### config.mk
export PLATFORM = sky130hd
export DESIGN_NAME = gpio_bank_flat
export DESIGN_NICKNAME = d
export VERILOG_FILES = /design/src/rtl/gpio_bank_if.sv /design/src/rtl/gpio_bank.sv /design/src/flat_wrapper.sv
export SDC_FILE = /design/constraint.sdc
export NUM_CORES = 1
export LEC_CHECK = 0
export CAP_MARGIN = 20
export CORE_MARGIN = 2
export CORE_UTILIZATION = 50
export DETAILED_ROUTE_END_ITERATION = 12
export PLACE_DENSITY = 0.79
export SLEW_MARGIN = 20
export SYNTH_ARGS = -nofsm -noshare
export SYNTH_HDL_FRONTEND = slang
export SYNTH_SLANG_ARGS = --single-unit
### constraint.sdc
create_clock -name clk -period 1.4 [get_ports clk]
set_input_delay 0.28 -clock clk [delete_from_list [all_inputs] [get_ports clk]]
set_output_delay 0.28 -clock clk [all_outputs]
set_load 0.01 [all_outputs]
### src/rtl/gpio_bank_if.sv
// CPU I/O bus port of gpio_bank: byte address, write strobe and data, registered read data.
interface gpio_bank_if;
    logic [15:0] addr;
    logic        wr;
    logic [31:0] wdata;
    logic [31:0] rdata;

    modport master (output addr, output wr, output wdata, input rdata);
    modport slave  (input addr, input wr, input wdata, output rdata);
endinterface

### src/rtl/gpio_bank.sv
// Word-mapped GPIO bank: OUT/DIR with atomic set/clear/toggle and 2-flop input sync.
// Define GPIO_EDGE_EN to build edge capture (RISE_EN, FALL_EN, EVENT, IRQ_EN) and irq.
module gpio_bank #(
    parameter int unsigned N    = 54,
    parameter logic [15:0] BASE = 16'h0200
) (
    input  logic         clk,
    input  logic         resetq,
    gpio_bank_if.slave   bus,
    input  logic [N-1:0] pin_in,
    output logic [N-1:0] pin_out,
    output logic [N-1:0] pin_oe,
    output logic         irq
);

    typedef enum logic [3:0] {
        REG_IN      = 4'd0,
        REG_OUT     = 4'd1,
        REG_SET     = 4'd2,
        REG_CLR     = 4'd3,
        REG_TGL     = 4'd4,
        REG_DIR     = 4'd5,
        REG_RISE_EN = 4'd6,
        REG_FALL_EN = 4'd7,
        REG_EVENT   = 4'd8,
        REG_IRQ_EN  = 4'd9
    } reg_idx_e;

    logic         hit;
    logic         wr_hit;
    logic [3:0]   idx;
    logic [6:0]   shamt;
    logic [N-1:0] word_mask;
    logic [N-1:0] word_data;
    logic [31:0]  rd_word;
    logic [N-1:0] out_q;
    logic [N-1:0] dir_q;
    logic [N-1:0] sync1_q;
    logic [N-1:0] sync2_q;
    logic         unused_addr_lsbs;

    assign hit              = bus.addr[15:8] == BASE[15:8];
    assign wr_hit           = bus.wr & hit;
    assign idx              = bus.addr[7:4];
    assign shamt            = {bus.addr[3:2], 5'd0};
    assign unused_addr_lsbs = ^bus.addr[1:0];

    // Bits at or above N drop out in the truncation, so the top word is naturally partial.
    assign word_mask = N'({96'd0, 32'hFFFF_FFFF} << shamt);
    assign word_data = N'({96'd0, bus.wdata} << shamt);

    assign pin_out = out_q;
    assign pin_oe  = dir_q;

    function automatic logic [31:0] word_of(input logic [N-1:0] r, input logic [6:0] s);
        return 32'(128'(r) >> s);
    endfunction

    // NOTE: state flops use <= so every right-hand side sees the pre-edge value.
    always_ff @(posedge clk or negedge resetq) begin
        if (!resetq) begin
            out_q   <= '0;
            dir_q   <= '0;
            sync1_q <= '0;
            sync2_q <= '0;
        end else begin
            sync1_q <= pin_in;
            sync2_q <= sync1_q;
            if (wr_hit) begin
                case (idx)
                    REG_OUT: out_q <= (out_q & ~word_mask) | word_data;
                    REG_SET: out_q <= out_q | word_data;
                    REG_CLR: out_q <= out_q & ~word_data;
                    REG_TGL: out_q <= out_q ^ word_data;
                    REG_DIR: dir_q <= (dir_q & ~word_mask) | word_data;
                    default: ;
                endcase
            end
        end
    end

`ifdef GPIO_EDGE_EN
    logic [N-1:0] prev_q;
    logic [N-1:0] rise_en_q;
    logic [N-1:0] fall_en_q;
    logic [N-1:0] event_q;
    logic [N-1:0] irq_en_q;
    logic [N-1:0] ev_set;
    logic [N-1:0] ev_clr;

    assign ev_set = (sync2_q & ~prev_q & rise_en_q) | (~sync2_q & prev_q & fall_en_q);
    assign ev_clr = (wr_hit && idx == REG_EVENT) ? word_data : '0;

    always_ff @(posedge clk or negedge resetq) begin
        if (!resetq) begin
            prev_q    <= '0;
            rise_en_q <= '0;
            fall_en_q <= '0;
            event_q   <= '0;
            irq_en_q  <= '0;
            irq       <= 1'b0;
        end else begin
            prev_q  <= sync2_q;
            irq     <= |(event_q & irq_en_q);
            // A hardware set wins over a W1C of the same bit in the same cycle.
            event_q <= (event_q & ~ev_clr) | ev_set;
            if (wr_hit && idx == REG_RISE_EN) rise_en_q <= (rise_en_q & ~word_mask) | word_data;
            if (wr_hit && idx == REG_FALL_EN) fall_en_q <= (fall_en_q & ~word_mask) | word_data;
            if (wr_hit && idx == REG_IRQ_EN)  irq_en_q  <= (irq_en_q & ~word_mask) | word_data;
        end
    end
`else
    assign irq = 1'b0;
`endif

    // NOTE: rd_word gets a default first so this always_comb cannot infer a latch.
    always_comb begin
        rd_word = '0;
        if (hit) begin
            case (idx)
                REG_IN:      rd_word = word_of(sync2_q, shamt);
                REG_OUT:     rd_word = word_of(out_q, shamt);
                REG_DIR:     rd_word = word_of(dir_q, shamt);
`ifdef GPIO_EDGE_EN
                REG_RISE_EN: rd_word = word_of(rise_en_q, shamt);
                REG_FALL_EN: rd_word = word_of(fall_en_q, shamt);
                REG_EVENT:   rd_word = word_of(event_q, shamt);
                REG_IRQ_EN:  rd_word = word_of(irq_en_q, shamt);
`endif
                default:     rd_word = '0;
            endcase
        end
    end

    always_ff @(posedge clk or negedge resetq) begin
        if (!resetq) bus.rdata <= '0;
        else         bus.rdata <= rd_word;
    end

endmodule
### src/flat_wrapper.sv
// flat-port wrapper written by rule: the top's interface ports become plain ports
module gpio_bank_flat 
#(
    parameter int unsigned N    = 54,
    parameter logic [15:0] BASE = 16'h0200
)
  (clk, resetq, pin_in, pin_out, pin_oe, irq, bus_addr, bus_wr, bus_wdata, bus_rdata);
  gpio_bank_if bus_i ();
  input  logic clk;
  input  logic resetq;
  input  logic [N-1:0] pin_in;
  output logic [N-1:0] pin_out;
  output logic [N-1:0] pin_oe;
  output logic irq;
  input wire logic [$bits(bus_i.addr)-1:0] bus_addr;
  input wire logic [$bits(bus_i.wr)-1:0] bus_wr;
  input wire logic [$bits(bus_i.wdata)-1:0] bus_wdata;
  output wire logic [$bits(bus_i.rdata)-1:0] bus_rdata;
  assign bus_i.addr = bus_addr;
  assign bus_i.wr = bus_wr;
  assign bus_i.wdata = bus_wdata;
  assign bus_rdata = bus_i.rdata;
  gpio_bank #(.N(N), .BASE(BASE)) u_core (.clk(clk), .resetq(resetq), .bus(bus_i), .pin_in(pin_in), .pin_out(pin_out), .pin_oe(pin_oe), .irq(irq));
endmodule
==> impl_metrics.yaml, run 1 <==
clocking:
  clkSinkCount: 248
  clk_pin_slew_ps: 60
  root_buffer: "clkbuf_16"
  cts_tree: "built"
  cts_buffers: 27
  insertion_delay_ps: 530
  htree_levels: 1
  cts_buffer_depth: 3
yosys:
  async_flop_share: 1.00
  synthFlopType: "dfrtp_1"
  synth_top_area_share: 0.548
  yosysUniqueCellTypes: 41
  yosysWarnings: 0
  ys_seq_elements: 248
  synth_edf_count: 0
  yosys-top-cells-area: "dfrtp_1 (55%), mux2_4 (6.6%), ha_1 (6.0%), o22ai_2 (5.5%), mux4_2 (4.4%)"
  synthCells: 883
  synth.avg_cell_area_um2: 12.8
  yosys.area.top_type: "dfrtp_1"
  syn_area_um2: 11300
  yosysSeqAreaShare: 0.548
  syn_nets: 1042
setup_path:
  crit_type: "in2reg"
  critPathMaxStageDelay_ps: 390
  cp.arrival_ps: 1950
  path_max_fanout: 13
  worstSetupStartpointType: "primary input"
  end_kind: "flop"
  worst_ep_required_time_ps: 1800
  slowest_stage: "nor4b_4"
  crit_chain: "buf_6, nor4b_4, buf_4, and3_4, and4_4, buf_12, mux2_4"
route:
  drtIter0Drc: 620
  route.detailed.drc: 0
  drt_first_pass_iters: 5
  wirelength_mm: 38.4
  vias: 9385
  viasPerCell: 5.74
  drt-wirelength-per-cell_um: 23.5
  ant_nets: 0
floorplan:
  die_area_um2: 23900
  fp.dieW_um: 155
  rows: 55
  pin_count: 246
  coreArea_um2: 22400
  fp.dieH_um: 155
  initial_core_util: 0.505
sta:
  min_period_ps: 1550
  hold_viol: 0
  fmax_mhz: 647
  drv_slew: 0
  setup_viol: 88
  totalNegativeSetupSlack_ps: -5930
  fin_crit_sh: 1.10
  grt_setup_unrepaired: "true"
  worst_slack_ps: -145
  fin_skew_ps: 14.1
placed_design:
  portBuffers: 242
  post-place-ws_ps: -900
  place.gp.congestion: 0.811
  place_area_um2: 15400
  post-dp-hpwl_mm: 22.7
power:
  seqPwrFrac: 0.458
  combPwrFrac: 0.120
  netSwitchingFraction: 0.239
  max-vdd-ir-drop_uv: 970
  p_leak_nw: 8.12
  p_total_w: 0.0162
  intPower_w: 0.0123
  p_per_area_nw_per_um2: 934
  switchingPower_w: 0.00387
  clkPwrFrac: 0.422
layout:
  fin_nets: 1492
  syn_to_final_growth_pct: 53.2
  drive_above_1_share: 0.566
  stdcell_area_um2: 17400
global_routing:
  track_usage: 0.303
  overflow: 0
  antenna_found_initial: 2
  grt_pass1_wl_mm: 55.7
  grt_max_degree: 50
  grt_pass1_vias: 9913
flow_run:
  max_cap_violations: 0
worst_hold_path:
  worst_hold_path_type: "in2reg"
outcome:
  status: "finished with violations"
  violations: "setup timing"
[flip-flops by register name (all words and copies together) (netlist names)]
register	cells
u_core.pin_oe	54
u_core.pin_out	54
u_core.sync1_q	54
u_core.sync2_q	54
u_core.bus.rdata	32
[metal layers]
| metal | GRT usage | wire [um] | up-vias |
|---|---|---|---|
| met5 | 0 | 0 | - |
| met4 | 0.104 | 1320 | 0 |
| met3 | 0.0490 | 2870 | 105 |
| met2 | 0.524 | 19400 | 482 |
| met1 | 0.391 | 14800 | 4759 |
| li1 | - | - | 4039 |
[Yosys cell counts, drive strengths merged, types with 2 or more instances]
| cell type | n |
|---|---|
| o21ai | 47 |
| inv | 55 |
| a221oi | 54 |
| dfrtp | 248 |
| and2 | 23 |
| ha | 54 |
| nand2 | 98 |
| buf | 41 |
| and4 | 2 |
| a211oi | 12 |
| clkbuf | 24 |
| mux2 | 54 |
| mux4 | 22 |
| nor2 | 68 |
| nor4 | 2 |
| mux2i | 10 |
| nor4b | 2 |
| o22ai | 54 |
[layout make-up]
class | count | area [um2]
Antenna cell | 2 | 5.00
Clock buffer | 35 | 766
Clock inverter | 10 | 83.8
Fill cell | 1286 | 5080
Inverter | 55 | 234
Multi-Input combinational cell | 515 | 5430
Sequential cell | 248 | 6210
Tap cell | 285 | 357
Timing Repair Buffer | 486 | 4270
[worst paths after layout]
path                                    startpoint                   end  cells past startpoint  slack (ps)
worst min register to register  u_core.sync1_q[47]    u_core.sync2_q[47]                      0         340
worst min-delay path                    pin_in[21]    u_core.sync1_q[21]                      1         190
min in group asynchronous                   resetq      u_core.pin_oe[6]                      2         230
max in group asynchronous                   resetq    u_core.pin_out[44]                      3         550
worst max register to register  u_core.pin_out[45]  u_core.bus.rdata[13]                      5         -40
worst max-delay path                  bus_addr[11]     u_core.pin_oe[17]                      7        -150
[per-stage QoR]
stage / hold slack (ps) / cells / utilization
finish: 187 / 1636 / 0.774
detailed placement: 186 / 1467 / 0.689
floorplan: -15.6 / 883 / -
CTS: 171 / 1622 / 0.750
global route: 179 / 1636 / 0.774
global placement: 183 / 1467 / 0.689
[power by group through the flow]
stage / clock network [W] / logic (W) / registers, W
floorplan: 0 / 0.000754 / 0.00753
global placement: 0 / 0.00167 / 0.00753
detailed placement: 0 / 0.00172 / 0.00754
CTS: 0.00689 / 0.00180 / 0.00741
global route: 0.00724 / 0.00208 / 0.00742
finish: 0.00684 / 0.00195 / 0.00741
[repair_timing]
item | in CTS | in global routing
hold buffers | 1 | 0
setup buffers | 102 | 17
resized for setup | 647 | 171
cloned | 7 | 1
hold endpoints to repair | 126 | 0
setup endpoints to repair | 280 | 159
pin swaps | 7 | 20
[cell families (layout without fill, tap and decap cells)]
| kind of cell | after synthesis | after routing | synth area share |
|---|---|---|---|
| DFF | 248 | 248 | 0.548 |
| and+or+nand+nor | 206 | 206 | 0.0832 |
| AOI/OAI and AO/OA | 168 | 168 | 0.131 |
| buffers and inverters | 120 | 586 | 0.0554 |
| muxes | 86 | 86 | 0.123 |
| adders and majority gates | 54 | 54 | 0.0596 |
| other | 1 | 3 | 0.000331 |
[critical path, delay by kind of cell]
| kind | cells | cell delay (ps) |
|---|---|---|
| buffers and inverters | 3 | 480 |
| muxes | 1 | 310 |
| and+or+nand+nor | 3 | 860 |
[layout by cell type, fill, tap and decap left out, drive strengths merged, types with 7 or more instances in the layout]
master,netlist,routed
a211oi,12,12
a221oi,54,54
and2,23,23
buf,41,389
clkbuf,24,41
clkdlybuf4s50,0,87
clkinv,0,7
dfrtp,248,248
ha,54,54
inv,55,55
mux2,54,54
mux2i,10,10
mux4,22,22
nand2,98,98
nor2,68,68
o21ai,47,47
o22ai,54,54
Note: power is estimated with default switching activity, not from simulation.
==> run 2, diff against run 1 <==
--- a/config.mk
+++ b/config.mk
@@ -5,6 +5,7 @@
 export SDC_FILE = /design/constraint.sdc
 export NUM_CORES = 1
 export LEC_CHECK = 0
+export ABC_CLOCK_PERIOD_IN_PS = 1400
 export CAP_MARGIN = 20
 export CORE_MARGIN = 2
 export CORE_UTILIZATION = 50
==> results of run 2 <==
No change in the layout: final DEF, timing and power equal those of run 1.
